[config.mk]
export PLATFORM = sky130hd
export DESIGN_NAME = fifo_sync_lvl_flat
export DESIGN_NICKNAME = d
export VERILOG_FILES = /design/src/rtl/fifo_sync_lvl_pkg.sv /design/src/rtl/fifo_sync_lvl_if.sv /design/src/rtl/fifo_sync_lvl_ptr_wrap.sv /design/src/rtl/fifo_sync_lvl.sv /design/src/flat_wrapper.sv
export SDC_FILE = /design/constraint.sdc
export NUM_CORES = 1
export LEC_CHECK = 0
export BUFFER_PORTS_ARGS = -buffer_cell sky130_fd_sc_hd__clkbuf_2
export CORE_MARGIN = 4
export CORE_UTILIZATION = 40
export CTS_BUF_LIST = sky130_fd_sc_hd__clkbuf_16
export DETAILED_ROUTE_END_ITERATION = 8
export GPL_TIMING_DRIVEN = 0
export PLACE_DENSITY = 0.68
export SYNTH_ARGS = -nofsm -noshare
export SYNTH_HDL_FRONTEND = slang
export SYNTH_SLANG_ARGS = --single-unit
[constraint.sdc]
create_clock -name i_Clk -period 3.2 [get_ports i_Clk]
set_clock_uncertainty 0.15 [all_clocks]
set_input_delay 0.64 -clock i_Clk [delete_from_list [all_inputs] [get_ports i_Clk]]
set_output_delay 0.64 -clock i_Clk [all_outputs]
set_load 0.1 [all_outputs]
[src/rtl/fifo_sync_lvl_pkg.sv]
// Shared sizing helpers and reset constants for the fifo_sync_lvl FIFO.
package fifo_pkg;

    function automatic int count_width(input int depth);
        return $clog2(depth + 1);
    endfunction

    // Pointers need at least one bit even for DEPTH values where clog2 collapses.
    function automatic int ptr_width(input int depth);
        return (depth <= 2) ? 1 : $clog2(depth);
    endfunction

    localparam logic RST_DATA_BIT = 1'b0;

endpackage

[src/rtl/fifo_sync_lvl_if.sv]
// Producer/consumer bus of fifo_sync_lvl; error flag signals exist only with FIFO_ERR_FLAGS_EN.
interface fifo_sync_lvl_if
    import fifo_pkg::*;
#(
    parameter int WIDTH = 8,
    parameter int DEPTH = 5,
    parameter int CW    = count_width(DEPTH)
);
    logic             i_Flush;
    logic             i_Wr_DV;
    logic [WIDTH-1:0] i_Wr_Data;
    logic [CW-1:0]    i_AF_Level;
    logic             o_AF_Flag;
    logic             o_Full;
    logic             i_Rd_En;
    logic             o_Rd_DV;
    logic [WIDTH-1:0] o_Rd_Data;
    logic [CW-1:0]    i_AE_Level;
    logic             o_AE_Flag;
    logic             o_Empty;
    logic [CW-1:0]    o_Count;
`ifdef FIFO_ERR_FLAGS_EN
    logic             o_Wr_Ovf;
    logic             o_Rd_Unf;

    modport slave (
        input  i_Flush, i_Wr_DV, i_Wr_Data, i_AF_Level, i_Rd_En, i_AE_Level,
        output o_AF_Flag, o_Full, o_Rd_DV, o_Rd_Data, o_AE_Flag, o_Empty, o_Count,
        output o_Wr_Ovf, o_Rd_Unf
    );
    modport master (
        output i_Flush, i_Wr_DV, i_Wr_Data, i_AF_Level, i_Rd_En, i_AE_Level,
        input  o_AF_Flag, o_Full, o_Rd_DV, o_Rd_Data, o_AE_Flag, o_Empty, o_Count,
        input  o_Wr_Ovf, o_Rd_Unf
    );
`else
    modport slave (
        input  i_Flush, i_Wr_DV, i_Wr_Data, i_AF_Level, i_Rd_En, i_AE_Level,
        output o_AF_Flag, o_Full, o_Rd_DV, o_Rd_Data, o_AE_Flag, o_Empty, o_Count
    );
    modport master (
        output i_Flush, i_Wr_DV, i_Wr_Data, i_AF_Level, i_Rd_En, i_AE_Level,
        input  o_AF_Flag, o_Full, o_Rd_DV, o_Rd_Data, o_AE_Flag, o_Empty, o_Count
    );
`endif
endinterface

[src/rtl/fifo_sync_lvl_ptr_wrap.sv]
// Wrapping FIFO pointer: increments on enable, wraps DEPTH-1 -> 0, synchronous clear.
module fifo_ptr_wrap #(
    parameter int DEPTH = 5,
    parameter int PW    = 3
) (
    input  logic          i_Clk,
    input  logic          i_Rst,
    input  logic          i_Clr,
    input  logic          i_Inc,
    output logic [PW-1:0] o_Ptr
);
    logic [PW-1:0] ptr_q, ptr_d;

    // Explicit compare so non-power-of-two depths wrap correctly.
    always_comb begin
        ptr_d = ptr_q;
        if (i_Clr) begin
            ptr_d = '0;
        end else if (i_Inc) begin
            ptr_d = (ptr_q == PW'(DEPTH - 1)) ? '0 : ptr_q + PW'(1);
        end
    end

    always_ff @(posedge i_Clk) begin
        if (i_Rst) ptr_q <= '0;
        else       ptr_q <= ptr_d;
    end

    assign o_Ptr = ptr_q;
endmodule

[src/rtl/fifo_sync_lvl.sv]
// Single-clock FIFO with any DEPTH, FWFT/standard read, level flags and flush.
// Optional sticky overflow/underflow flags are built when FIFO_ERR_FLAGS_EN is defined.
module fifo_sync_lvl
    import fifo_pkg::*;
#(
    parameter int WIDTH     = 8,
    parameter int DEPTH     = 5,
    parameter int MAKE_FWFT = 1,
    localparam int CW       = count_width(DEPTH),
    localparam int PW       = ptr_width(DEPTH)
) (
    input logic            i_Clk,
    input logic            i_Rst,
    fifo_sync_lvl_if.slave bus
);
    logic [WIDTH-1:0] mem_q [DEPTH];
    logic [WIDTH-1:0] rd_data_q, rd_data_d;
    logic [CW-1:0]    count_q, count_d;
    logic             rd_dv_q, rd_dv_d;
    logic [PW-1:0]    wr_ptr, rd_ptr;
    logic             full, empty, rd_accept, wr_accept;

    assign full  = (count_q == CW'(DEPTH));
    assign empty = (count_q == '0);

    // Flush wins over any same-cycle access; a read frees a slot for a write when full.
    assign rd_accept = bus.i_Rd_En && !empty && !bus.i_Flush;
    assign wr_accept = bus.i_Wr_DV && (!full || rd_accept) && !bus.i_Flush;

    always_comb begin
        count_d   = count_q + CW'(wr_accept) - CW'(rd_accept);
        rd_dv_d   = rd_accept;
        rd_data_d = rd_data_q;
        if (rd_accept) rd_data_d = mem_q[rd_ptr];
        if (bus.i_Flush) begin
            count_d   = '0;
            rd_data_d = {WIDTH{RST_DATA_BIT}};
        end
    end

    always_ff @(posedge i_Clk) begin
        if (i_Rst) begin
            count_q   <= '0;
            rd_dv_q   <= 1'b0;
            rd_data_q <= {WIDTH{RST_DATA_BIT}};
        end else begin
            count_q   <= count_d;
            rd_dv_q   <= rd_dv_d;
            rd_data_q <= rd_data_d;
        end
    end

    always_ff @(posedge i_Clk) begin
        if (!i_Rst && wr_accept) mem_q[wr_ptr] <= bus.i_Wr_Data;
    end

    fifo_ptr_wrap #(.DEPTH(DEPTH), .PW(PW)) u_wr_ptr (
        .i_Clk (i_Clk),
        .i_Rst (i_Rst),
        .i_Clr (bus.i_Flush),
        .i_Inc (wr_accept),
        .o_Ptr (wr_ptr)
    );

    fifo_ptr_wrap #(.DEPTH(DEPTH), .PW(PW)) u_rd_ptr (
        .i_Clk (i_Clk),
        .i_Rst (i_Rst),
        .i_Clr (bus.i_Flush),
        .i_Inc (rd_accept),
        .o_Ptr (rd_ptr)
    );

    // FWFT shows the head while data is present and falls back to the last popped word.
    always_comb begin
        bus.o_Rd_Data = rd_data_q;
        if (MAKE_FWFT != 0 && !empty) bus.o_Rd_Data = mem_q[rd_ptr];
    end

    assign bus.o_Rd_DV   = rd_dv_q;
    assign bus.o_Count   = count_q;
    assign bus.o_Empty   = empty;
    assign bus.o_Full    = full;
    assign bus.o_AF_Flag = (count_q >= bus.i_AF_Level);
    assign bus.o_AE_Flag = (count_q <= bus.i_AE_Level);

`ifdef FIFO_ERR_FLAGS_EN
    logic wr_ovf_q, wr_ovf_d, rd_unf_q, rd_unf_d;

    always_comb begin
        wr_ovf_d = wr_ovf_q;
        rd_unf_d = rd_unf_q;
        if (!bus.i_Flush) begin
            if (bus.i_Wr_DV && !wr_accept) wr_ovf_d = 1'b1;
            if (bus.i_Rd_En && !rd_accept) rd_unf_d = 1'b1;
        end
    end

    always_ff @(posedge i_Clk) begin
        if (i_Rst) begin
            wr_ovf_q <= 1'b0;
            rd_unf_q <= 1'b0;
        end else begin
            wr_ovf_q <= wr_ovf_d;
            rd_unf_q <= rd_unf_d;
        end
    end

    assign bus.o_Wr_Ovf = wr_ovf_q;
    assign bus.o_Rd_Unf = rd_unf_q;
`endif
endmodule

[src/flat_wrapper.sv]
// flat-port wrapper written by rule: the top's interface ports become plain ports
module fifo_sync_lvl_flat import fifo_pkg::*;
#(
    parameter int WIDTH     = 8,
    parameter int DEPTH     = 5,
    parameter int MAKE_FWFT = 1,
    localparam int CW       = count_width(DEPTH),
    localparam int PW       = ptr_width(DEPTH)
)
  (i_Clk, i_Rst, bus_i_Flush, bus_i_Wr_DV, bus_i_Wr_Data, bus_i_AF_Level, bus_i_Rd_En, bus_i_AE_Level, bus_o_AF_Flag, bus_o_Full, bus_o_Rd_DV, bus_o_Rd_Data, bus_o_AE_Flag, bus_o_Empty, bus_o_Count);
  fifo_sync_lvl_if #(.WIDTH(WIDTH), .DEPTH(DEPTH)) bus_i ();
  input logic i_Clk;
  input logic i_Rst;
  input wire logic [$bits(bus_i.i_Flush)-1:0] bus_i_Flush;
  input wire logic [$bits(bus_i.i_Wr_DV)-1:0] bus_i_Wr_DV;
  input wire logic [$bits(bus_i.i_Wr_Data)-1:0] bus_i_Wr_Data;
  input wire logic [$bits(bus_i.i_AF_Level)-1:0] bus_i_AF_Level;
  input wire logic [$bits(bus_i.i_Rd_En)-1:0] bus_i_Rd_En;
  input wire logic [$bits(bus_i.i_AE_Level)-1:0] bus_i_AE_Level;
  output wire logic [$bits(bus_i.o_AF_Flag)-1:0] bus_o_AF_Flag;
  output wire logic [$bits(bus_i.o_Full)-1:0] bus_o_Full;
  output wire logic [$bits(bus_i.o_Rd_DV)-1:0] bus_o_Rd_DV;
  output wire logic [$bits(bus_i.o_Rd_Data)-1:0] bus_o_Rd_Data;
  output wire logic [$bits(bus_i.o_AE_Flag)-1:0] bus_o_AE_Flag;
  output wire logic [$bits(bus_i.o_Empty)-1:0] bus_o_Empty;
  output wire logic [$bits(bus_i.o_Count)-1:0] bus_o_Count;
  assign bus_i.i_Flush = bus_i_Flush;
  assign bus_i.i_Wr_DV = bus_i_Wr_DV;
  assign bus_i.i_Wr_Data = bus_i_Wr_Data;
  assign bus_i.i_AF_Level = bus_i_AF_Level;
  assign bus_i.i_Rd_En = bus_i_Rd_En;
  assign bus_i.i_AE_Level = bus_i_AE_Level;
  assign bus_o_AF_Flag = bus_i.o_AF_Flag;
  assign bus_o_Full = bus_i.o_Full;
  assign bus_o_Rd_DV = bus_i.o_Rd_DV;
  assign bus_o_Rd_Data = bus_i.o_Rd_Data;
  assign bus_o_AE_Flag = bus_i.o_AE_Flag;
  assign bus_o_Empty = bus_i.o_Empty;
  assign bus_o_Count = bus_i.o_Count;
  fifo_sync_lvl #(.WIDTH(WIDTH), .DEPTH(DEPTH), .MAKE_FWFT(MAKE_FWFT)) u_core (.i_Clk(i_Clk), .i_Rst(i_Rst), .bus(bus_i));
endmodule
==> flow_summary.json <==
{
  "io_pins": 35,
  "vdd.ir_drop.worst_mv": 0.271,
  "synth_seq_cells": 61,
  "synth.avg_cell_area_sq_um": 13.2,
  "totalWireLength_um": 5060,
  "seq_area_frac_synth_pct": 60.4,
  "dieHeight_um": 89.9,
  "clock_latency_ps": 320,
  "design.core.area_sq_um": 6420,
  "final-hold-violation-count": 0,
  "rsz0062_at_grt": "false",
  "cts_tree": "yes",
  "nNetsFinal": 282,
  "timing.hold.ws_ps": 320,
  "cts_repair_resize_count": 0,
  "viasPerCell": 5.21,
  "grt_use_total_pct": 13.6,
  "post-route-min-period_ps": 3060,
  "most_used_cells_in_the_layout_excluding_fill_and_tap_cells": "sky130_fd_sc_hd__edfxtp_1, sky130_fd_sc_hd__clkbuf_2, sky130_fd_sc_hd__dfxtp_1, sky130_fd_sc_hd__inv_1, sky130_fd_sc_hd__mux2i_1",
  "post_cts.repair.setup_buffers": 0,
  "grt.overflow.total": 0,
  "antenna_cells": 0,
  "drv_slew": 0,
  "die_width_um": 89.9,
  "endpoint_kind": "output pin",
  "fin_area_sq_um": 3300,
  "route.antenna.remaining_nets": 0,
  "synth_edf_count": 40,
  "min_period_over_period_pct": 95.5,
  "place_congestion": 0.728,
  "syn2layout_area_growth_pct": 22.8,
  "layout_commonest_cell": "sky130_fd_sc_hd__edfxtp_1",
  "cts-htree-levels": 3,
  "starting_utilization_of_the_core_area_pct": 41.8,
  "max-slew-margin-rel_pct": 19.1,
  "postCtsHoldBufs": 0,
  "critical_path_class": "reg -> out",
  "post-dp-hpwl_um": 3440,
  "power_uw": 1950,
  "clock_sink_count": 61,
  "final_util_pct": 51.3,
  "total_leakage_power_uw": 0.00129,
  "drc": 0,
  "grt_antenna_before_repair": 0,
  "design.die.area_sq_um": 8080,
  "port_buffers": 34,
  "avgRoutedWirePerCell_um": 15.2,
  "timing.final.setup_violations": 0,
  "crit_fanout": 10,
  "worst-endpoint-arrival_ps": 2270,
  "yosys_warnings": 0,
  "critPathLaunchType": "flop",
  "class_of_the_tightest_hold_or_removal_check": "reg -> reg",
  "drv_cap": 0,
  "summed_instance_area_of_the_synthesized_netlist_sq_um": 2680,
  "synthesis.instances": 203,
  "number_of_distinct_standard_cells_referenced_by_the_synthesized_netlist": 40,
  "max_slew.worst_pin.slew_ps": 1200,
  "power.density_cell_area_nw_per_um2": 590,
  "critPathRequiredTime_ps": 2410,
  "dominantRegCellSynth": "sky130_fd_sc_hd__edfxtp_1",
  "largest_net_degree_at_the_start_of_global_routing": 11,
  "max_freq_mhz": 327,
  "postSynthNetCount": 235,
  "outcome": "complete, no violations",
  "cts_buffers": 9,
  "final_layout_size_suffix_gt1_share_pct": 28.6,
  "routed-via-count": 1729,
  "timing.setup.tns_ps": 0,
  "async_flop_share_pct": 0,
  "clock_path_buffers": 2,
  "drt_first_pass_iters": 4,
  "grt_pass1_wl_um": 8420,
  "drt_iter0_markers": 83,
  "placementRows": 29,
  "worst_setup_hold_path_clk_slew_ps": 50,
  "via_count_of_the_first_global_routing_pass": 1675,
  "detailed_place.area_sq_um": 3000,
  "clockRootBuffer": "sky130_fd_sc_hd__clkbuf_16"
}
==> power by group <==
group	switching, uW	total [uW]	internal, uW
combinational	138	191	52.7
clock	313	902	589
sequential	5.34	853	848
==> final cells by class <==
type	count	area, sq um
Buffer	6	43.8
Clock buffer	9	225
Clock inverter	7	57.6
Fill cell	557	3130
Inverter	13	48.8
Multi-Input combinational cell	123	1010
Sequential cell	61	1630
Tap cell	77	96.3
Timing Repair Buffer	36	183
==> metal layers <==
layer | vias to the layer above | share of wire, % | GRT usage [%]
met3 | 10 | 4.1 | 4.34
met4 | 0 | 2.3 | 8.16
met2 | 35 | 47 | 20.2
met5 | - | 0 | 0
met1 | 834 | 47 | 17.3
li1 | 850 | - | -
==> synthesized netlist by cell type, types with 2 or more instances <==
master	n	area, sq um
sky130_fd_sc_hd__nor2b_1	10	62.6
sky130_fd_sc_hd__buf_6	2	22.5
sky130_fd_sc_hd__nor3_1	4	20.0
sky130_fd_sc_hd__nand3_1	4	20.0
sky130_fd_sc_hd__nor2_1	10	37.5
sky130_fd_sc_hd__xnor2_1	2	17.5
sky130_fd_sc_hd__a221oi_1	7	61.3
sky130_fd_sc_hd__edfxtp_1	40	1200
sky130_fd_sc_hd__dfxtp_1	21	420
sky130_fd_sc_hd__a22o_1	7	61.3
sky130_fd_sc_hd__mux2i_1	14	140
sky130_fd_sc_hd__nand2_1	6	22.5
sky130_fd_sc_hd__clkbuf_1	2	7.51
sky130_fd_sc_hd__and2_1	2	12.5
sky130_fd_sc_hd__inv_1	13	48.8
sky130_fd_sc_hd__ha_1	12	150
sky130_fd_sc_hd__nand2b_1	2	12.5
sky130_fd_sc_hd__a21o_1	2	15.0
sky130_fd_sc_hd__a21oi_1	8	40.0
sky130_fd_sc_hd__mux2_2	9	101
sky130_fd_sc_hd__o21ai_0	7	35.0
==> registers in the layout, summed over array words and instances, names as in the netlist, named ones only <==
| signal | count |
|---|---|
| u_core.rd_data_q | 8 |
| u_core.bus.o_Rd_DV | 1 |
| u_core.mem_q | 40 |
| u_core.u_rd_ptr.o_Ptr | 3 |
| u_core.bus.o_Count | 3 |
| u_core.u_wr_ptr.o_Ptr | 3 |
==> path summary, 6_finish.rpt <==
kind | start | endpoint | slack [ps] | cells past startpoint
max | u_core.bus.o_Count[2] | bus_o_Rd_Data[7] | 140 | 5
min reg2reg | u_core.rd_data_q[0] | u_core.rd_data_q[0] | 320 | 1
max reg2reg | u_core.bus.o_Count[1] | u_core.mem_q[3][5] | 480 | 4
min | u_core.rd_data_q[0] | u_core.rd_data_q[0] | 320 | 1
==> critical path, cell delays in order, from the launching register on <==
cell and delay (ps):
sky130_fd_sc_hd__dfxtp_4 350, sky130_fd_sc_hd__clkbuf_2 170, sky130_fd_sc_hd__nor3_4 630, sky130_fd_sc_hd__nand2_1 200
sky130_fd_sc_hd__o31ai_4 100, sky130_fd_sc_hd__clkbuf_2 490
==> through the flow <==
step	instances	setup slack, ps
after detailed placement	314	-46.6
after CTS	330	79.3
after global placement	314	-22.6
final	332	144
after global routing	332	15.4
after floorplan	203	30.2
==> logic make-up after synthesis <==
logic type | synth area share (%)
AOI/OAI and AO/OA | 10.0
and+or+nand+nor | 10.2
adders and majority gates | 6.34
xor gates and xnor gates | 0.653
buffers and inverters | 3.40
DFF | 60.4
muxes | 9.00
No activity file was read; power rests on OpenSTA's default activity.
